--- src/rtl/muldiv_pkg.sv ---
// muldiv_pkg: shared types and constants for the RV32M iterative multiply/divide unit.
package muldiv_pkg;
    typedef enum logic [2:0] {
        MD_MUL, MD_MULH, MD_MULHSU, MD_MULHU, MD_DIV, MD_DIVU, MD_REM, MD_REMU
    } funct3_e;
    typedef enum logic [1:0] {MD_IDLE, MD_RUN, MD_DONE} state_e;
    localparam int MD_STEPS = 32;
endpackage

--- src/rtl/muldiv_datapath.sv ---
// muldiv_datapath: shared hi/lo accumulator for radix-2 shift-add multiply and restoring divide,
// with operand magnitude capture, special-case results and final sign correction.
module muldiv_datapath
    import muldiv_pkg::*;
#(
    parameter int W = MD_STEPS
) (
    input  logic         clk,
    input  logic         rstN,
    input  logic         load,
    input  logic         step,
    input  logic         finish,
    input  funct3_e      funct3,
    input  logic [W-1:0] op_a,
    input  logic [W-1:0] op_b,
    output logic         special,
    output logic [W-1:0] result
);
    logic [W-1:0] hi, lo, mcand, mag_a, mag_b, spec_res, nhi, nlo, quo, rem, fin;
    logic [W:0] sum, shl, diff;
    logic [2*W-1:0] prod;
    logic sa, sb, div0, ovf, ge, neg_q, neg_r;
    funct3_e op;
    assign sa = funct3 inside {MD_MULH, MD_MULHSU, MD_DIV, MD_REM};
    assign sb = funct3 inside {MD_MULH, MD_DIV, MD_REM};
    assign mag_a = (sa && op_a[W-1]) ? -op_a : op_a;
    assign mag_b = (sb && op_b[W-1]) ? -op_b : op_b;
    assign div0 = funct3[2] && op_b == {W{1'b0}};
    assign ovf = funct3 inside {MD_DIV, MD_REM} && op_a == {1'b1, {W-1{1'b0}}} && &op_b;
    assign special = div0 || ovf;
    assign spec_res = funct3[1] ? (div0 ? op_a : {W{1'b0}}) : (div0 ? {W{1'b1}} : op_a);
    // hi holds the partial product or running remainder; lo the multiplier or quotient
    assign sum = {1'b0, hi} + {1'b0, (lo[0] ? mcand : {W{1'b0}})};
    assign shl = {hi, lo[W-1]};
    assign diff = shl - {1'b0, mcand};
    assign ge = !diff[W];
    assign nhi = op[2] ? (ge ? diff[W-1:0] : shl[W-1:0]) : sum[W:1];
    assign nlo = op[2] ? {lo[W-2:0], ge} : {sum[0], lo[W-1:1]};
    assign prod = neg_q ? -{nhi, nlo} : {nhi, nlo};
    assign quo = neg_q ? -nlo : nlo;
    assign rem = neg_r ? -nhi : nhi;
    assign fin = !op[2] ? (op == MD_MUL ? prod[W-1:0] : prod[2*W-1:W]) : (op[1] ? rem : quo);
    always_ff @(posedge clk or negedge rstN) begin
        if (!rstN) begin
            hi <= '0;
            lo <= '0;
            mcand <= '0;
            op <= MD_MUL;
            neg_q <= 1'b0;
            neg_r <= 1'b0;
            result <= '0;
        end else if (load) begin
            hi <= '0;
            lo <= mag_a;
            mcand <= mag_b;
            op <= funct3;
            neg_q <= (sa && op_a[W-1]) ^ (sb && op_b[W-1]);
            neg_r <= sa && op_a[W-1];
            if (special) result <= spec_res;
        end else if (step) begin
            hi <= nhi;
            lo <= nlo;
            if (finish) result <= fin;
        end
    end
endmodule

--- src/rtl/muldiv_sequencer.sv ---
// muldiv_sequencer: IDLE/RUN/DONE controller that stalls the pipeline while muldiv_datapath
// iterates, then pulses doneM with the result and destination register.
module muldiv_sequencer
    import muldiv_pkg::*;
#(
    parameter int DATA_WIDTH = MD_STEPS,
    parameter int RF_WIDTH   = 5
) (
    input  logic                  clk,
    input  logic                  rstN,
    input  logic                  startE,
    input  logic                  abortE,
    input  logic [2:0]            funct3E,
    input  logic [DATA_WIDTH-1:0] opAE,
    input  logic [DATA_WIDTH-1:0] opBE,
    input  logic [RF_WIDTH-1:0]   regAddr3E,
    output logic                  stallMD,
    output logic                  doneM,
    output logic [DATA_WIDTH-1:0] resultM,
    output logic [RF_WIDTH-1:0]   regAddr3M
);
    localparam int CW = $clog2(DATA_WIDTH);
    state_e state;
    logic [CW-1:0] cnt;
    logic [RF_WIDTH-1:0] rd;
    logic load, step, finish, special;
    assign load = state == MD_IDLE && startE && !abortE;
    assign step = state == MD_RUN && !abortE;
    assign finish = step && cnt == CW'(DATA_WIDTH - 1);
    assign stallMD = load || state == MD_RUN;
    muldiv_datapath #(.W(DATA_WIDTH)) u_dp (
        .clk(clk),
        .rstN(rstN),
        .load(load),
        .step(step),
        .finish(finish),
        .funct3(funct3_e'(funct3E)),
        .op_a(opAE),
        .op_b(opBE),
        .special(special),
        .result(resultM)
    );
    // regAddr3M moves only with a result so it always pairs with resultM
    always_ff @(posedge clk or negedge rstN) begin
        if (!rstN) begin
            state <= MD_IDLE;
            cnt <= '0;
            rd <= '0;
            doneM <= 1'b0;
            regAddr3M <= '0;
        end else begin
            doneM <= 1'b0;
            case (state)
                MD_IDLE: if (load) begin
                    cnt <= '0;
                    rd <= regAddr3E;
                    state <= special ? MD_DONE : MD_RUN;
                    if (special) begin
                        doneM <= 1'b1;
                        regAddr3M <= regAddr3E;
                    end
                end
                MD_RUN: if (abortE) state <= MD_IDLE;
                    else if (finish) begin
                        state <= MD_DONE;
                        doneM <= 1'b1;
                        regAddr3M <= rd;
                    end else cnt <= cnt + 1'b1;
                default: state <= MD_IDLE;
            endcase
        end
    end
endmodule

--- config.mk ---
export PLATFORM = sky130hd
export DESIGN_NAME = muldiv_sequencer
export DESIGN_NICKNAME = d
export VERILOG_FILES = /design/src/rtl/muldiv_pkg.sv /design/src/rtl/muldiv_datapath.sv /design/src/rtl/muldiv_sequencer.sv
export SDC_FILE = /design/constraint.sdc
export NUM_CORES = 1
export LEC_CHECK = 0
export ABC_CLOCK_PERIOD_IN_PS = 12100
export CORE_ASPECT_RATIO = 1.4
export CORE_MARGIN = 1.5
export CORE_UTILIZATION = 55
export DETAILED_ROUTE_END_ITERATION = 8
export PLACE_DENSITY = 0.75
export SYNTH_ARGS = -nofsm -noshare
export SYNTH_HDL_FRONTEND = slang
export SYNTH_HIERARCHICAL = 1
export SYNTH_SLANG_ARGS = --single-unit
--- constraint.sdc ---
create_clock -name clk -period 12.1 [get_ports clk]
set_input_delay 2.42 -clock clk [delete_from_list [all_inputs] [get_ports clk]]
set_output_delay 2.42 -clock clk [all_outputs]
set_load 0.1 [all_outputs]
[Word-level counts from Yosys, hierarchy flattened]
Index checks and enable logic that the tools add are counted.
Operators by class
  eq/ne operators: 14
  bitwise logic cells: 1
  multiplexer cells: 42
  add/sub/neg operators: 8
  reductions and logical operators: 28
Operators by type and width (number)
  $mux 32: 22
  $neg 32->32: 4
  $mux 64: 1
  $neg 64->64: 1
  $mux 5: 7
  $add 32x32->33: 1
  $sub 33x32->33: 1
  $eq 32x32->1 const B: 1
  $logic_not 32->1: 1
  $reduce_and 32->1: 1
  $pmux 5 s2: 2
  $ne 2x2->1 const B: 5
  $logic_and 1x1->1: 9
  $mux 2: 4
  $reduce_bool 2->1: 4
  $eq 3x3->1 const B: 2
  $add 5x1->5 const B: 1
  $eq 5x5->1 const B: 1
  $reduce_and 5->1: 1
  $mux 1: 4
  $pmux 2 s2: 1
  $reduce_and 2->1: 2
  $reduce_and 4->1: 1
  $reduce_bool 4->1: 1
  13 further kinds: 15
Storage, ports and cells
  output and inout bits: 39
  bits in registers: 151
  logic and storage cells: 105
  input bits: 76

[Depth between registers and ports, before layout]
Gate-level depths: netlist of run 1.
  word-level depth: 10
  depth in mapped cells: 25
  gate-level depth less buffers: 23

[Hierarchy]
The synthesis of run 1 kept the hierarchy.
By module, submodules not included
  muldiv_datapath: seq. area each 3328.2 µm², instances 1, area each 15401.0 µm², cells an instance 2063
  muldiv_sequencer: seq. area each 450.4 µm², instances 1, area each 917.1 µm², cells an instance 78

[Worst setup path after synthesis of run 1]
No wires, ideal clock.
  path type: input to output
  start: input abortE
  end: output stallMD
  data required time: 9680 ps
  stages: 3
  buffers on the path: 1
  slack: 5926 ps
  arrival time: 3754 ps
  cell sequence: or4b_1 buf_4 nand2_1
On the way
  longest elaborated chain between the ends: 3
Ends and longest elaborated chain
  from (decl): line muldiv_sequencer.sv:12  | input logic abortE,
  $logic_not 1->1: line muldiv_sequencer.sv:27  | assign load = state == MD_IDLE && startE && !abortE;
  $logic_and 1x1->1: line muldiv_sequencer.sv:27
  $logic_or 1x1->1: line muldiv_sequencer.sv:30  | assign stallMD = load || state == MD_RUN;
  to (decl): line muldiv_sequencer.sv:17  | output logic stallMD,
No other way between the ends.

[Final worst setup path of run 1]
Same ends and word-level chain as after synthesis.

==> flow_metrics.py, run 1 <==
metrics = {
    "hold_path": {
        "worstHoldPathCells": 2,
        "hold_class": "flip-flop to flip-flop",
    },
    "synthesis": {
        "ys_ff_latch": 151,
        "ys_types": 101,
        "yosys-top-cells-area": "dfrtp_1, a21oi_1, nor2_1",
        "synth_warnings": 6,
        "yosys.area.top_type_share_pct": 23.16,
        "avgSynthCellArea_um2": 7.622,
        "synth_cells": 2141,
        "async_flop_share_pct": 100.0,
        "netlist_area_um2": 16320,
        "synth_largest_area_cell": "dfrtp_1",
        "synth_edf_count": 0,
        "ys_seq_area_share_pct": 23.16,
        "syn-num-nets": 2290,
        "synthFlopType": "dfrtp_1",
    },
    "critical_path": {
        "path_max_fanout": 9,
        "reg2regPathDepth": 24,
        "required_ns": 9.68,
        "cp-end-kind": "primary output",
        "path_class": "input port to primary output",
        "worst_setup_path_start_kind": "input port",
        "cp.arrival_ns": 4.94,
    },
    "status": {
        "status": "complete, no violations",
    },
    "pwr": {
        "finalPower_mw": 3.554,
        "ir_worst_vdd_mv": 0.1253,
        "p_leak_nw": 7.378,
        "powerDensity_nw_per_um2": 195.5,
    },
    "route": {
        "wirelength_um": 57580,
        "vias": 16950,
        "drc": 0,
        "first_pass_iters": 5,
        "route.met3.wl_um": 3964,
        "met2RoutedLength_um": 27060,
        "wl_per_cell_um": 22.39,
        "viasPerCell": 6.591,
        "ant_nets": 0,
        "top_layer": "met4",
        "drt-met1-wl_um": 22040,
        "drt-initial-drc-count": 1487,
    },
    "clock_tree": {
        "cts_resized": 0,
        "cts_hold_buf": 0,
        "clock_latency_ns": 0.46,
        "cts-htree-levels": 4,
        "cts_tree": "built",
        "cts-root-buf": "clkbuf_16",
        "clock-sinks": 151,
        "clock_path_buffers": 2,
        "post_cts_buffers": 0,
        "clk_pin_slew_ns": 0.07,
        "cts_buffers": 17,
    },
    "placement": {
        "dpl-instance-area_um2": 17610,
        "gp_congestion": 1.009,
        "port_buffers": 114,
        "place_ws_ns": 4.723,
        "hpwl_um": 43560,
    },
    "timing": {
        "fin_skew_ns": 0.007888,
        "setup_viol": 0,
        "max_freq_mhz": 135.9,
        "slew_headroom_pct": 22.81,
        "rsz0062_at_grt": "false",
        "hold_violations": 0,
        "final_critical_path_setup_slack_ns": 4.740,
        "fin_crit_ns": 7.360,
        "post-route-period-util_pct": 60.83,
        "worstMarginPinSlew_ns": 1.154,
        "fin_tns_setup_ns": 0,
        "slew_violations": 0,
    },
    "floorplanning": {
        "initial_core_util_pct": 55.95,
        "fp.coreArea_um2": 29170,
        "ios": 115,
        "placementRows": 74,
        "die_area_um2": 30730,
        "fp.dieH_um": 206.8,
        "die_w_um": 148.6,
    },
    "finish": {
        "diodes": 0,
        "utilization_pct": 62.34,
        "design_area_um2": 18180,
        "syn_to_final_growth_pct": 11.42,
        "fin_nets": 2327,
        "drive_gt1_share_pct": 6.207,
        "multi_input_area_um2": 11730,
        "seqCellArea_um2": 3784,
        "fill_cells": 2729,
    },
    "global_route": {
        "grt_pass1_vias": 15980,
        "antenna_found_initial": 0,
        "grtUsageTotal_pct": 37.79,
        "grt_max_degree": 89,
        "grt_pass1_wl_um": 89490,
        "grt_overflow": 0,
    },
    "run": {
        "drv_cap": 0,
    },
}
-- critical path, cell delays in order --
cell,delay (ns)
clkdlybuf4s50_1,0.49
or4b_1,0.74
nand2_1,0.14
clkdlybuf4s50_1,1.14
-- final timing paths --
check	start	end	slack [ns]
setup / recovery	abortE	stallMD	4.74
hold / removal	rd[4]	rd[4]	0.48
setup reg to reg	u_dp/lo[31]	u_dp/result[18]	5.36
hold reg to reg	rd[4]	rd[4]	0.48
max in group asynchronous	rstN	u_dp/lo[7]	8.68
min in group asynchronous	rstN	u_dp/mcand[23]	1.98
-- Yosys cell counts (all sizes together) (10+ instances only) --
cell type  count
nand4         29
nor3          66
o31ai         29
clkbuf        75
a211oi        22
inv           71
xor2          94
o221ai        12
xnor2         82
maj3          31
a221oi        12
o21bai        15
dfrtp        151
mux2          20
nand3         35
ha            71
a21oi        211
o21a          13
o41ai         13
and2          47
o21ai        158
nand2b        19
or3           29
o22ai         14
mux2i         71
o211ai        28
buf           47
a221o         10
nor4          17
nor2         238
nand2        197
a21o          24
a31oi         22
or2           24
and3          14
-- state kept, by name, indices dropped and copies added, names as in the netlist --
register,cells
u_dp/lo,32
u_dp/result,32
u_dp/mcand,32
u_dp/op,3
u_dp/hi,32
u_dp/neg_r,1
regAddr3M,5
u_dp/neg_q,1
cnt,5
doneM,1
state,2
rd,5
-- cell families (layout without fill, tap and decap cells) --
kind of cell,after synthesis,in the layout,share of synthesized area (%)
flip-flops,151,151,23.16
multiplexers,91,91,6.042
adder cells (fa/ha/maj),104,104,7.591
XOR/XNOR,176,176,9.446
AO/OA/AOI/OAI,655,655,25.89
AND/OR/NAND/NOR,770,770,22.83
buffers and inverters,194,244,5.045
-- cell usage in the layout (no fill, tap or decap), drive strengths merged, types with 24 or more instances in the layout --
cell / n
nor2: 238
a21oi: 211
nand2: 197
o21ai: 158
dfrtp: 151
clkdlybuf4s50: 113
xor2: 94
xnor2: 82
inv: 82
ha: 71
mux2i: 71
nor3: 66
and2: 47
nand3: 35
maj3: 31
nand4: 29
o31ai: 29
or3: 29
o211ai: 28
buf: 27
a21o: 24
or2: 24
-- where the power goes --
| group | switching, mW | internal, mW | total, mW |
|---|---|---|---|
| Sequential | 0.148 | 0.596 | 0.744 |
| Combinational | 1.44 | 0.829 | 2.27 |
| Clock | 0.262 | 0.275 | 0.538 |
-- cell type report --
cell class / count / share of cell area, %
tap: 380 / 2.615
timing repair buffer: 140 / 7.356
sequential: 151 / 20.81
clock buffer: 17 / 2.340
multi-input combinational: 1796 / 64.53
inverter: 72 / 1.514
clock inverter: 15 / 0.8326
-- per-stage QoR --
| step | cells | hold WS (ns) |
|---|---|---|
| 2_1_floorplan | 2141 | 0.4458 |
| 3_3_place_gp | 2539 | 0.4595 |
| 3_5_place_dp | 2539 | 0.4671 |
| 4_1_cts | 2571 | 0.4829 |
| 5_1_grt | 2571 | 0.5174 |
| 6_report | 2571 | 0.4842 |
-- routing by layer --
layer,vias up,track usage [%]
met3,216,4.396
met5,-,0
met4,0,27.05
met1,8020,45.94
met2,841,62.18
li1,7868,-
Note: power is estimated with default switching activity, not from simulation.
==> run 2: changes to the inputs <==
--- a/config.mk
+++ b/config.mk
@@ -5,7 +5,7 @@
 export SDC_FILE = /design/constraint.sdc
 export NUM_CORES = 1
 export LEC_CHECK = 0
-export ABC_CLOCK_PERIOD_IN_PS = 12100
+export ABC_CLOCK_PERIOD_IN_PS = 7400
 export CORE_ASPECT_RATIO = 1.4
 export CORE_MARGIN = 1.5
 export CORE_UTILIZATION = 55
==> constraint.sdc (replaced) <==
create_clock -name clk -period 7.4 [get_ports clk]
set_input_delay 1.48 -clock clk [delete_from_list [all_inputs] [get_ports clk]]
set_output_delay 1.48 -clock clk [all_outputs]
set_load 0.1 [all_outputs]
==> run 2 against run 1 <==
Effect of this change:
- clock power grew 70%
- die area is the same
- sequential share of layout area fell by 0.13 points
- global-route usage increased by 2.0 points
- critical path depth grew 17
- first-iteration DRC count is 7.7% higher
- via count about the same
- clock-buffer cell count up 1
- clock skew is 0.0014 ns higher
- design area rose by 0.61%
- combinational power is 71% higher
- flip-flop and latch count did not move
- critical path type is now flip-flop to flip-flop
- largest power group unchanged
- highest routed layer unchanged
==> flow_metrics.py, run 2 (same netlist as run 1, synthesis figures left out) <==
metrics = {
    "hold_path": {
        "hold_class": "flip-flop to flip-flop",
        "min-delay-start": "rd[2]",
    },
    "finish": {
        "layoutNonFillerInstCount": 2582,
        "utilization_pct": 62.72,
        "final_common_cell": "nor2_1",
        "fin_nets": 2338,
        "syn_to_final_growth_pct": 12.10,
        "drive_gt1_share_pct": 6.630,
        "design_area_um2": 18290,
        "final_cell_mix": "nor2_1, a21oi_1, nand2_1",
        "diodes": 0,
    },
    "global_route": {
        "grt_pass1_vias": 16340,
        "grtUsageTotal_pct": 39.75,
        "antenna_found_initial": 0,
        "grt_max_degree": 93,
        "grt_pass1_wl_um": 92740,
        "grt_overflow": 0,
    },
    "critical_path": {
        "startpoint": "u_dp/hi[8]",
        "required_ns": 7.74,
        "worst_setup_path_start_kind": "flip-flop",
        "r2r_slack_ns": 1.20,
        "critical_path.cell_chain": "ha_1 > a21oi_1 > o31ai_1 > a31oi_1 > a21oi_1 > o2111ai_2 > a21boi_0 > ha_1 > nor3b_1 > o221ai_1 > or2_2 > nor3_1 > nand3_1 > nor3_1 > o211ai_1 > nor4_1 > nand3b_1 > o41ai_1 > xor2_1 > o22ai_1 > o22a_1",
        "cp-end-kind": "flip-flop",
        "critPathSlowestCell": "a21boi_0",
        "reg2reg_from": "u_dp/hi[8]",
        "critPathMaxStageDelay_ns": 0.52,
        "path_class": "flip-flop to flip-flop",
        "cp.arrival_ns": 6.54,
        "path_max_fanout": 11,
    },
    "clock_tree": {
        "clk_pin_slew_ns": 0.07,
        "cts-htree-levels": 4,
        "cts_resized": 0,
        "post_cts_buffers": 0,
        "clock-sinks": 151,
        "cts_hold_buf": 0,
        "cts-root-buf": "clkbuf_16",
        "clock_path_buffers": 2,
        "cts_tree": "built",
        "cts_buffers": 17,
        "clock_latency_ns": 0.45,
    },
    "placement": {
        "gp_congestion": 1.031,
        "port_buffers": 114,
        "hpwl_um": 47150,
        "dpl.cell_count": 2550,
        "dpl-instance-area_um2": 17700,
        "place_ws_ns": 1.330,
    },
    "pwr": {
        "p_leak_nw": 7.447,
        "finalPower_mw": 5.981,
        "powerDensity_nw_per_um2": 327.0,
        "ir_worst_vdd_mv": 0.1980,
    },
    "timing": {
        "slew_headroom_pct": 27.08,
        "slew_violations": 0,
        "fin_tns_setup_ns": 0,
        "fin_crit_ns": 6.198,
        "rsz0062_at_grt": "false",
        "hold_ws_ns": 0.4803,
        "hold_violations": 0,
        "post-route-period-util_pct": 83.76,
        "final_critical_path_setup_slack_ns": 1.202,
        "worstMarginPinSlew_ns": 1.094,
        "setup_viol": 0,
        "max_freq_mhz": 161.3,
        "fin_skew_ns": 0.009283,
    },
    "floorplanning": {
        "fp.dieH_um": 206.8,
        "die_area_um2": 30730,
        "placementRows": 74,
        "initial_core_util_pct": 55.95,
        "ios": 115,
        "die_w_um": 148.6,
        "fp.coreArea_um2": 29170,
    },
    "route": {
        "vias": 16940,
        "viasPerCell": 6.560,
        "drt-initial-drc-count": 1601,
        "wirelength_um": 61570,
        "drc": 0,
        "first_pass_iters": 7,
        "wl_per_cell_um": 23.85,
        "ant_nets": 0,
    },
    "run": {
        "drv_cap": 0,
    },
    "status": {
        "status": "complete, no violations",
    },
}
run 2: cell types whose count changed in the layout (fill, tap and decap cells not counted), sizes merged:
| cell | previous run | this run |
|---|---|---|
| clkbuf | 17 | 18 |
| inv | 82 | 79 |
| buf | 27 | 38 |
| bufinv | 0 | 2 |
run 2: final timing paths:
| check | end | cells past startpoint |
|---|---|---|
| setup / recovery | u_dp/result[18] | 21 |
| hold / removal | rd[2] | 2 |
| setup reg to reg | u_dp/result[18] | 21 |
| hold reg to reg | rd[2] | 2 |
| max in group asynchronous | u_dp/neg_q | 2 |
| min in group asynchronous | u_dp/mcand[24] | 1 |
run 2: per-layer routing:
metal | up-vias | routed length [um] | track usage (%)
met5 | - | 0 | 0
met4 | 0 | 4923 | 29.74
met3 | 239 | 4025 | 5.956
met2 | 783 | 29550 | 68.21
met1 | 8040 | 23080 | 44.65
li1 | 7876 | - | -
run 2: cell type report:
class / instances / area [um^2]
multi-input cells: 1796 / 11730
fillers: 2747 / 10870
flip-flops and latches: 151 / 3784
repair buffers: 151 / 1433
well taps: 380 / 475.5
clock buffers: 18 / 429.2
inverters: 72 / 275.3
clock inverters: 14 / 162.7
run 2: worst max-delay path: cells and delay by family (launching register included):
kind | cells | cell delay [ns]
AOI/OAI and AO/OA | 11 | 3.04
and+or+nand+nor | 7 | 1.72
adders and majority gates | 2 | 0.73
DFF | 1 | 0.42
xor gates and xnor gates | 1 | 0.19
run 2: power breakdown:
part           internal [mW]  leakage [nW]  switching [mW]
registers              0.975          1.88           0.202
logic                   1.39          5.28            2.50
clock network          0.507         0.288           0.407
total                   2.88          7.45            3.11
==> run 3: changes to the inputs <==
--- a/config.mk
+++ b/config.mk
@@ -5,7 +5,7 @@
 export SDC_FILE = /design/constraint.sdc
 export NUM_CORES = 1
 export LEC_CHECK = 0
-export ABC_CLOCK_PERIOD_IN_PS = 7400
+export ABC_CLOCK_PERIOD_IN_PS = 6030
 export CORE_ASPECT_RATIO = 1.4
 export CORE_MARGIN = 1.5
 export CORE_UTILIZATION = 55
==> constraint.sdc (replaced) <==
create_clock -name clk -period 6.03 [get_ports clk]
set_input_delay 1.206 -clock clk [delete_from_list [all_inputs] [get_ports clk]]
set_output_delay 1.206 -clock clk [all_outputs]
set_load 0.1 [all_outputs]
==> run 3 against run 2 <==
Effect of this change:
- sequential share of layout area shrank 0.17 points
- register-to-register slack worse by 0.92 ns
- critical endpoint is now u_dp/result[29]
- non-clock buffer count grew 19
- clock-buffer cell count did not move
- critical path depth is 6 lower
- global-route usage grew 0.56 points
- worst setup slack got worse by 0.92 ns
- total power grew 23%
- routed wire length increased by 0.10%
- hold slack worse by 0.0027 ns
- flip-flop and latch count unchanged
==> flow_metrics.py, run 3 (same netlist as run 1, synthesis figures left out) <==
metrics = {
    "finish": {
        "final_common_cell": "nor2_1",
        "diodes": 0,
        "final_cell_mix": "nor2_1, a21oi_1, nand2_1",
        "design_area_um2": 18440,
        "utilization_pct": 63.24,
        "fin_nets": 2357,
        "fill_cells": 2671,
        "drive_gt1_share_pct": 7.609,
        "syn_to_final_growth_pct": 13.03,
    },
    "run": {
        "drv_cap": 0,
    },
    "global_route": {
        "use_met2_pct": 66.56,
        "antenna_found_initial": 0,
        "grt_pass1_vias": 16370,
        "grt_pass1_wl_um": 93990,
        "use_met3_pct": 6.725,
        "grt_max_degree": 209,
        "met1_usage_pct": 46.62,
        "busiest_layer": "met2",
        "grt_overflow": 0,
        "grtUsageTotal_pct": 40.32,
    },
    "timing": {
        "hold_ws_ns": 0.4776,
        "fin_crit_ns": 5.753,
        "rsz0062_at_grt": "false",
        "post-route-period-util_pct": 95.41,
        "fin_tns_setup_ns": 0,
        "fin_skew_ns": 0.01323,
        "hold_violations": 0,
        "max_freq_mhz": 173.8,
        "slew_violations": 0,
        "setup_viol": 0,
        "worstMarginPinSlew_ns": 1.089,
        "slew_headroom_pct": 27.15,
    },
    "route": {
        "wl_per_cell_um": 23.70,
        "drt-initial-drc-count": 1474,
        "first_pass_iters": 8,
        "ant_nets": 0,
        "wirelength_um": 61640,
        "drc": 0,
        "viasPerCell": 6.580,
        "vias": 17120,
    },
    "critical_path": {
        "critPathSlowestCell": "or4_4",
        "reg2regPathDepth": 15,
        "worst_setup_path_start_kind": "flip-flop",
        "worstSetupEndpoint": "u_dp/result[29]",
        "required_ns": 6.38,
        "critical_path.cell_chain": "buf_4 > and2_1 > ha_1 > nor3_1 > o21bai_1 > and3_1 > a311o_1 > a41oi_1 > xor2_1 > mux2_2 > and4bb_2 > nand3_1 > or4_4 > or4b_1 > a32o_1",
        "startpoint": "u_dp/lo[0]",
        "r2r_end": "u_dp/result[29]",
        "r2r_slack_ns": 0.28,
        "reg2reg_from": "u_dp/lo[0]",
        "critPathMaxStageDelay_ns": 0.59,
        "cp-end-kind": "flip-flop",
        "path_max_fanout": 30,
        "path_class": "flip-flop to flip-flop",
        "cp.arrival_ns": 6.10,
    },
    "pwr": {
        "pwr-share-seq_pct": 19.7,
        "ir_worst_vdd_mv": 0.2943,
        "p_leak_nw": 7.531,
        "powerDensity_nw_per_um2": 398.7,
        "p_int_mw": 3.507,
        "pwr-share-comb_pct": 65.7,
        "swShare_pct": 52.31,
        "finalPower_mw": 7.353,
        "clkPwrFrac_pct": 14.6,
        "switching_power_mw": 3.846,
    },
    "clock_tree": {
        "cts-root-buf": "clkbuf_16",
        "cts_buffers": 17,
        "clock_path_buffers": 2,
        "clock-sinks": 151,
        "cts-htree-levels": 4,
        "clock_latency_ns": 0.46,
        "clk_pin_slew_ns": 0.07,
        "post_cts_buffers": 0,
        "cts_tree": "built",
    },
    "floorplanning": {
        "fp.coreArea_um2": 29170,
        "ios": 115,
        "die_w_um": 148.6,
        "initial_core_util_pct": 55.95,
        "fp.dieH_um": 206.8,
        "placementRows": 74,
        "die_area_um2": 30730,
    },
    "placement": {
        "hpwl_um": 46340,
        "gp_congestion": 1.044,
        "dpl-instance-area_um2": 17840,
        "port_buffers": 114,
    },
    "hold_path": {
        "hold_class": "flip-flop to flip-flop",
    },
    "status": {
        "status": "complete, no violations",
    },
}
-- run 3: worst min path at each step --
stage | start | endpoint | slack [ns] | depth (start not counted)
after floorplan | rd[0] | rd[0] | 0.45 | 2
after detailed placement | rd[0] | rd[0] | 0.46 | 2
final | rd[3] | rd[3] | 0.48 | 2
after global routing | rd[2] | rd[2] | 0.50 | 2
after global placement | rd[4] | rd[4] | 0.46 | 2
after CTS | rd[0] | rd[0] | 0.48 | 2
-- run 3: cell type report --
class	instances	area, um^2	share of cell area, %
tap	380	475.5	2.578
timing repair buffer	170	1573	8.527
inverter	72	275.3	1.492
clock buffer	18	439.2	2.381
sequential	151	3784	20.51
multi-input combinational	1796	11770	63.80
clock inverter	14	131.4	0.7123
-- run 3: per-layer routing --
layer	share of wire [%]	wire, um
met1	38	23350
met2	47	28870
met4	8.2	5038
met5	0	0
met3	7.1	4381
-- run 3: metrics by stage --
step / instances / setup WS (ns)
3_3_place_gp: 2569 / 0.5618
3_5_place_dp: 2569 / 0.4253
2_1_floorplan: 2141 / 0.9062
6_report: 2601 / 0.2769
5_1_grt: 2601 / 0.05035
4_1_cts: 2601 / 0.3490
-- run 3: power by group through the flow --
stage | sequential (mW) | combinational [mW] | clock, mW
floorplan | 1.38 | 3.30 | 0
global placement | 1.44 | 4.60 | 0
detailed placement | 1.46 | 4.63 | 0
CTS | 1.44 | 4.67 | 1.09
global route | 1.48 | 5.16 | 1.13
finish | 1.45 | 4.83 | 1.08
-- run 3: what timing repair did --
| action | in CTS | in global routing |
|---|---|---|
| resized for setup | 0 | 5 |
| hold buffers | 0 | 0 |
| setup endpoints to repair | 0 | 2 |
-- run 3: worst max-delay path: cells and delay by family, from the launching register on --
kind	cells	cell delay [ns]
simple gates	7	2.47
buf+inv	1	0.42
xor+xnor	1	0.25
fa+ha+maj	1	0.26
compound gates	4	1.43
flops	1	0.50
mux	1	0.28
